## config.mk

```make
export PLATFORM = sky130hd
export DESIGN_NAME = hazard_ctrl_unit
export DESIGN_NICKNAME = d
export VERILOG_FILES = /design/src/rtl/hazard_ctrl_unit.sv
export SDC_FILE = /design/constraint.sdc
export NUM_CORES = 1
export LEC_CHECK = 0
export CAP_MARGIN = 20
export CORE_UTILIZATION = 44
export DETAILED_ROUTE_END_ITERATION = 8
export PLACE_DENSITY = 0.77
export SLEW_MARGIN = 10
export SYNTH_ARGS = -nofsm -noshare
export SYNTH_HDL_FRONTEND = slang
export SYNTH_SLANG_ARGS = --single-unit
```

## constraint.sdc

```tcl
create_clock -name Clk -period 3.65 [get_ports Clk]
set_clock_uncertainty 0.2 [all_clocks]
set_input_delay 0.9125 -clock Clk [delete_from_list [all_inputs] [get_ports Clk]]
set_output_delay 0.9125 -clock Clk [all_outputs]
set_load 0.05 [all_outputs]
```

## src/rtl/hazard_ctrl_unit.sv

```systemverilog
// Load-use hazard and pipeline-control unit: multi-cycle load-use stall FSM,
// memory-busy freeze, branch-flush arbitration and a saturating stall counter.
module hazard_ctrl_unit #(
  parameter int REG_AW   = 5,
  parameter int LOAD_LAT = 1,
  parameter int CNT_W    = 16,
  parameter int ZERO_REG = 1
) (
  input  logic              Clk,
  input  logic              Rst_n,
  input  logic              MemRead_EX,
  input  logic              RegWrite_EX,
  input  logic [REG_AW-1:0] Rd_EX,
  input  logic [REG_AW-1:0] Rs_ID,
  input  logic [REG_AW-1:0] Rt_ID,
  input  logic              UsesRs_ID,
  input  logic              UsesRt_ID,
  input  logic              Branch_Taken_EX,
  input  logic              Mem_Busy,
  output logic              Stall,
  output logic              Bubble_EX,
  output logic              Flush,
  output logic              Freeze,
  output logic [CNT_W-1:0]  Stall_Cnt
);

  if (LOAD_LAT < 1 || LOAD_LAT > 8) begin : g_badLoadLat
    $error("hazard_ctrl_unit: LOAD_LAT must be in the range 1..8");
  end

  typedef enum logic {
    IDLE,
    LSTALL
  } state_t;

  localparam logic [2:0]       REM_INIT   = 3'(LOAD_LAT - 1);
  localparam bit               MULTI_STAL = (LOAD_LAT > 1);
  localparam logic [CNT_W-1:0] CNT_MAX    = '1;

  state_t            r_state;
  state_t            w_nextState;
  logic [2:0]        r_rem;
  logic [2:0]        w_nextRem;
  logic [CNT_W-1:0]  r_stallCnt;

  logic w_rdExempt;
  logic w_rsMatch;
  logic w_rtMatch;
  logic w_hazard;
  logic w_stall;
  logic w_bubble;
  logic w_flush;
  logic w_freeze;

  assign w_rdExempt = (ZERO_REG != 0) && (Rd_EX == '0);
  assign w_rsMatch  = UsesRs_ID && (Rs_ID == Rd_EX);
  assign w_rtMatch  = UsesRt_ID && (Rt_ID == Rd_EX);
  assign w_hazard   = MemRead_EX && RegWrite_EX && !w_rdExempt && (w_rsMatch || w_rtMatch);

  // Freeze outranks flush, which outranks the load-use stall; freeze holds all state.
  always_comb begin
    w_nextState = r_state;
    w_nextRem   = r_rem;
    w_stall     = 1'b0;
    w_bubble    = 1'b0;
    w_flush     = 1'b0;
    w_freeze    = 1'b0;
    if (!Rst_n) begin
      w_nextState = IDLE;
      w_nextRem   = 3'd0;
    end else if (Mem_Busy) begin
      w_freeze = 1'b1;
    end else if (Branch_Taken_EX) begin
      w_flush     = 1'b1;
      w_bubble    = 1'b1;
      w_nextState = IDLE;
      w_nextRem   = 3'd0;
    end else begin
      case (r_state)
        IDLE: begin
          if (w_hazard) begin
            w_stall  = 1'b1;
            w_bubble = 1'b1;
            if (MULTI_STAL) begin
              w_nextState = LSTALL;
              w_nextRem   = REM_INIT;
            end
          end
        end
        LSTALL: begin
          w_stall   = 1'b1;
          w_bubble  = 1'b1;
          w_nextRem = r_rem - 3'd1;
          if (r_rem <= 3'd1) begin
            w_nextState = IDLE;
            w_nextRem   = 3'd0;
          end
        end
        default: begin
          w_nextState = IDLE;
          w_nextRem   = 3'd0;
        end
      endcase
    end
  end

  always_ff @(posedge Clk) begin
    if (!Rst_n) begin
      r_state <= IDLE;
      r_rem   <= 3'd0;
    end else begin
      r_state <= w_nextState;
      r_rem   <= w_nextRem;
    end
  end

  always_ff @(posedge Clk) begin
    if (!Rst_n) begin
      r_stallCnt <= '0;
    end else if (w_stall && (r_stallCnt != CNT_MAX)) begin
      r_stallCnt <= r_stallCnt + 1'b1;
    end
  end

  assign Stall     = w_stall;
  assign Bubble_EX = w_bubble;
  assign Flush     = w_flush;
  assign Freeze    = w_freeze;
  assign Stall_Cnt = r_stallCnt;

endmodule

```

; Yosys cells after proc, flatten, opt, wreduce, memory -nomap -nowiden
; Cells that the tools add are included.
[totals]
ff_bits = 20
output_inout_bits = 20
elab_cells = 41
[op_classes]
add_sub_neg = 2
order_cmp = 1
n_eq_ne = 3
mux = 19
bitwise_logic = 2
n_reduce_logical = 11
[op_table]
columns = cell, count
row1 = $add 16x1->16 const B, 1
row2 = $ne 16x16->1 const B, 1
row3 = $mux 1, 15
row4 = $eq 5x5->1, 2
row5 = $mux 3, 3
row6 = $logic_and 1x1->1, 6
row7 = $logic_not 5->1, 1
row8 = $le 3x1->1 const B, 1
row9 = $sub 3x1->3 const B, 1
row10 = $not 1->1, 2
row11 = $pmux 1 s2, 1
row12 = $reduce_and 2->1, 1
row13 = $reduce_bool 2->1, 1
row14 = $logic_not 1->1, 1
row15 = $logic_or 1x1->1, 1

; Logic depth before layout (Yosys ltp)
[depth]
word_depth = 10
mapped_depth = 8
depth_no_buf = 7

; Worst setup path before layout
; OpenSTA, ideal clock, no wires.
[synth_path]
path_type = in2out
startpoint = input Rd_EX[2]
endpoint = output Bubble_EX
arrival_time_ps = 2271
required_ps = 2538
slack_ps = 267
cell_stages = 5
path_cell_list = xnor2_1 -> nand4_1 -> o22ai_1 -> nand2_1 -> a21oi_1
[synth_between]
elab_chain_cells = 9
elab_cells_between_ends = 14
cone_classes = eq/ne: 2 / mux: 5 / reduce/logical: 7
[synth_lines]
columns = element, line_no
row1 = from (decl), 13  ; input logic [REG_AW-1:0] Rd_EX,
row2 = $eq 5x5->1 (tied with other cells), 56  ; assign w_rsMatch = UsesRs_ID && (Rs_ID == Rd_EX);
row3 = $logic_and 1x1->1 (tied with other cells), 56
row4 = $logic_or 1x1->1 or $logic_and 1x1->1 (tied branches), 58  ; assign w_hazard = MemRead_EX && RegWrite_EX && !w_rdExempt && (w_rsMatch || w_rtMatch);
row5 = $logic_and 1x1->1 *, 58
row6 = $mux 1 *, 81  ; if (w_hazard) begin
row7 = $pmux 1 s2 *, 79  ; case (r_state)
row8 = $mux 1 *, 73  ; end else if (Branch_Taken_EX) begin
row9 = $mux 1 *, 71  ; end else if (Mem_Busy) begin
row10 = $mux 1 *, 68  ; if (!Rst_n) begin
row11 = to (decl), 21  ; output logic Bubble_EX,
; Every way passes the cells marked *; elsewhere a longest branch is shown, timed or not.

; Worst setup path after layout
[layout_path]
startpoint = input Rd_EX[0]
endpoint = output Stall
[layout_between]
elab_chain_cells = 9
elab_cells_between_ends = 14
cone_classes = eq/ne: 2 / mux: 5 / reduce/logical: 7
[layout_lines]
columns = element, line_no
row1 = $eq 5x5->1 (tied with other cells), 56
row2 = $logic_and 1x1->1 (tied with other cells), 56
row3 = $logic_or 1x1->1 or $logic_and 1x1->1 (tied branches), 58
row4 = $logic_and 1x1->1 *, 58
row5 = $mux 1 *, 81
row6 = $pmux 1 s2 *, 79
row7 = $mux 1 *, 73
row8 = $mux 1 *, 71
row9 = $mux 1 *, 68
row10 = to (decl), 20  ; output logic Stall,
; Marked as above.

==> summary.txt <==
Run status
  • Status: complete, no violations

Timing
  • RSZ-0062 raised after global routing: no
  • Period utilization: 97.9%
  • Minimum clock period: 3.57 ns
  • Max Clock Freq: 0.280 GHz
  • Final Hold Vio Count: 0
  • Worst-margin pin slew: 0.507 ns
  • Finish-stage setup viols: 0
  • Min Hold Slack: 0.273 ns
  • Max-slew violations: 0
  • Post-Route Setup TNS: 0 ns
  • Slew headroom: 66.1%

Synth
  • Syn_area_per_cell: 8.53 um2
  • Syn Inst Count: 138
  • Post-synthesis adder-cell area fraction: 3.19%
  • Synth Area in Simple Gates: 26.5%
  • Mapped Nets: 164
  • Number of synthesis warnings: 0
  • #FFs+latches synth: 20
  • Sequential element share of the synthesized area: 34.0%
  • Post-synthesis xor/xnor area fraction: 8.93%
  • Mux cell area share after synthesis: 3.40%
  • Main combinational cell family by area after synthesis: simple AND/OR/NAND/NOR gates
  • Cell variety after synth: 37
  • Post-synthesis cell area: 1180 um2
  • Post-synthesis compound-gate area fraction: 19.7%

Route
  • Drt initial violations: 24
  • Detail Route Antenna Nets: 0
  • Remaining routing DRC violations: 0
  • DR vias/cell: 5.66
  • Router iterations before antenna repair: 4
  • Vias: 1216
  • WL per Instance: 12.9 um
  • Overall routed net length: 2770 um

Placement
  • PortBufs: 42
  • RePlAce Congestion: 0.728
  • Post-DP Area: 1680 um2
  • DP Wirelength: 2120 um
  • Cells after DPL: 211

Clock network
  • CTS resizes: 0
  • Quantity of hold-fixing buffers added after cts: 0
  • H-tree depth: 1
  • CTS buffer count: 3
  • Clk root buf: clkbuf_4
  • Worst-skew pair later-pin latency: 0.30 ns
  • Post-CTS setup buffers: 0
  • CTS tree: built
  • Longest Clk Path Bufs: 2
  • Reg clk slew, reported paths: 0.11 ns
  • CTS Sinks: 20

Floorplan
  • Core ar.: 2500 um2
  • Initial Util: 47.1%
  • Row cnt: 18
  • Die height: 53.7 um
  • Die ar.: 2890 um2
  • DIE WIDTH: 53.7 um
  • I/O pins: 43

Global routing
  • Global-route wire length before repair: 4370 um
  • Largest net degree at the start of global routing: 28
  • Antenna violations before repair: 0
  • GRT Overall Usage: 20.6%
  • Gr ovfl total: 0
  • Number of global-route vias before repair: 1033

Worst setup path
  • Delay-heaviest family, CP: buffers and inverters
  • Worst-path cell chain: clkdlybuf4s50_1 > or3_1 > o311a_1 > a31oi_4 > inv_2 > buf_6
  • Reg-to-Reg Start: Stall_Cnt[0]$_SDFFE_PN0P_
  • Crit path DAT: 2.46 ns
  • Crit path launch type: primary input
  • Crit path max-delay cell type: clkdlybuf4s50_1
  • FF-to-FF path depth: 7
  • Crit Path Max Fanout: 2
  • Crit Path Class: primary input to output pin
  • Worst Path Buf+Inv: 3
  • Worst Path Required: 2.54 ns
  • Reg2reg end: Stall_Cnt[13]$_SDFFE_PN0P_
  • Max incr delay on CP: 0.41 ns
  • CP endpoint kind: output pin
  • Flop2flop setup slack: 1.24 ns

Finish
  • Layout Cells excl Fill: 215
  • Commonest non-fill, non-tap cell in the layout: clkdlybuf4s50_1
  • Post-Layout Inst Area: 1730 um2
  • Fillers: 193
  • Most frequent cells in the layout: 37 x clkdlybuf4s50_1, 20 x dfxtp_1, 15 x nand2_1
  • N_diodes: 0
  • Nets: 212
  • Final core occ: 69.3%
  • Layout cells sized above 1: 11.4%
  • Area growth, synth to finish: 47.1%

Power
  • PD cells: 250 nW/um2
  • Leak Pwr: 0.579 nW
  • Max VDD drop: 0.209 mV

Job
  • Max Cap Viol: 0

Worst hold path
  • Worst Hold Class: flip-flop to flip-flop
  • Hold Path End: r_state$_SDFFE_PN0N_
  • Hold Path Cell Cnt: 1
  • Min-delay src: r_state$_SDFFE_PN0N_
-- sequential cells by signal (all words and copies together) (netlist names) --
name       flops
Stall_Cnt     16
r_state        1
r_rem          3
-- worst reg2reg max path, delay by kind of cell, from the launching register on --
| family | cells | cell delay (ns) |
|---|---|---|
| simple gates | 5 | 1.40 |
| flops | 1 | 0.36 |
| fa+ha+maj | 1 | 0.22 |
| compound gates | 1 | 0.16 |
-- logic make-up after synthesis --
logic type | after synthesis
buffers and inverters | 11
adders and majority gates | 3
DFF | 20
xor gates and xnor gates | 12
AOI/OAI and AO/OA | 32
muxes | 4
and+or+nand+nor | 56
-- Yosys cell counts, drive strengths merged --
library cell	number	area share, %
a211oi	1	0.64
mux2i	4	3.4
and2	2	1.1
o31ai	6	3.8
inv	5	1.6
clkbuf	1	0.32
nor4b	1	1.3
or3	4	2.1
o22ai	1	0.53
dfxtp	20	34
or4	6	3.8
and3	1	0.96
o211a	1	0.85
xnor2	11	8.2
nor2	11	3.7
a21oi	11	4.7
nand2b	3	1.6
a31oi	1	1.8
o41ai	4	3.0
nor3b	1	0.64
buf	4	2.1
o21ai	3	1.3
xor2	1	0.74
nand3b	1	0.64
nand4	6	3.2
o311a	1	0.85
nand3	2	0.85
ha	3	3.2
nand2	15	4.8
clkinv	1	0.32
and4	1	0.74
o311ai	3	2.2
nor4	2	1.1
-- routing by layer --
metal  vias to the layer above  global-route usage (%)  wire length [um]
met5                         -                       0                 0
met4                         0                    4.82                11
met3                         2                    5.08               108
met2                        34                    35.8              1440
met1                       565                    25.1              1210
li1                        615                       -                 -
-- worst max path at each step --
stage / start / to / slack, ns / depth (start not counted)
global route: Rd_EX[1] / Bubble_EX / 0.02 / 8
CTS: Rd_EX[2] / Stall / 0.02 / 6
detailed placement: Rd_EX[2] / Stall / 0.02 / 6
global placement: Rd_EX[0] / Stall / 0.05 / 6
floorplan: Rd_EX[2] / Bubble_EX / 0.27 / 5
finish: Rd_EX[0] / Stall / 0.08 / 6
-- final cells by class --
type	instances	area [um2]	area share (%)
multi-input combinational	107	736	42.5
sequential	20	400	23.1
clock buffer	4	36.3	2.10
inverter	6	22.5	1.30
timing repair buffer	48	499	28.8
tap	30	37.5	2.17
-- metrics by stage --
step | setup slack [ns] | total power [mW]
2_1_floorplan | 0.267 | 0.261
3_3_place_gp | 0.0485 | 0.302
3_5_place_dp | 0.0162 | 0.305
4_1_cts | 0.0153 | 0.434
5_1_grt | 0.0209 | 0.454
6_report | 0.0768 | 0.433
-- report_power, final --
part | internal, mW | total [mW] | switching (mW)
sequential | 0.221 | 0.222 | 0.00173
combinational | 0.0448 | 0.0791 | 0.0343
clock | 0.0609 | 0.132 | 0.0709
total | 0.326 | 0.433 | 0.107
Note: power is estimated with default switching activity, not from simulation.
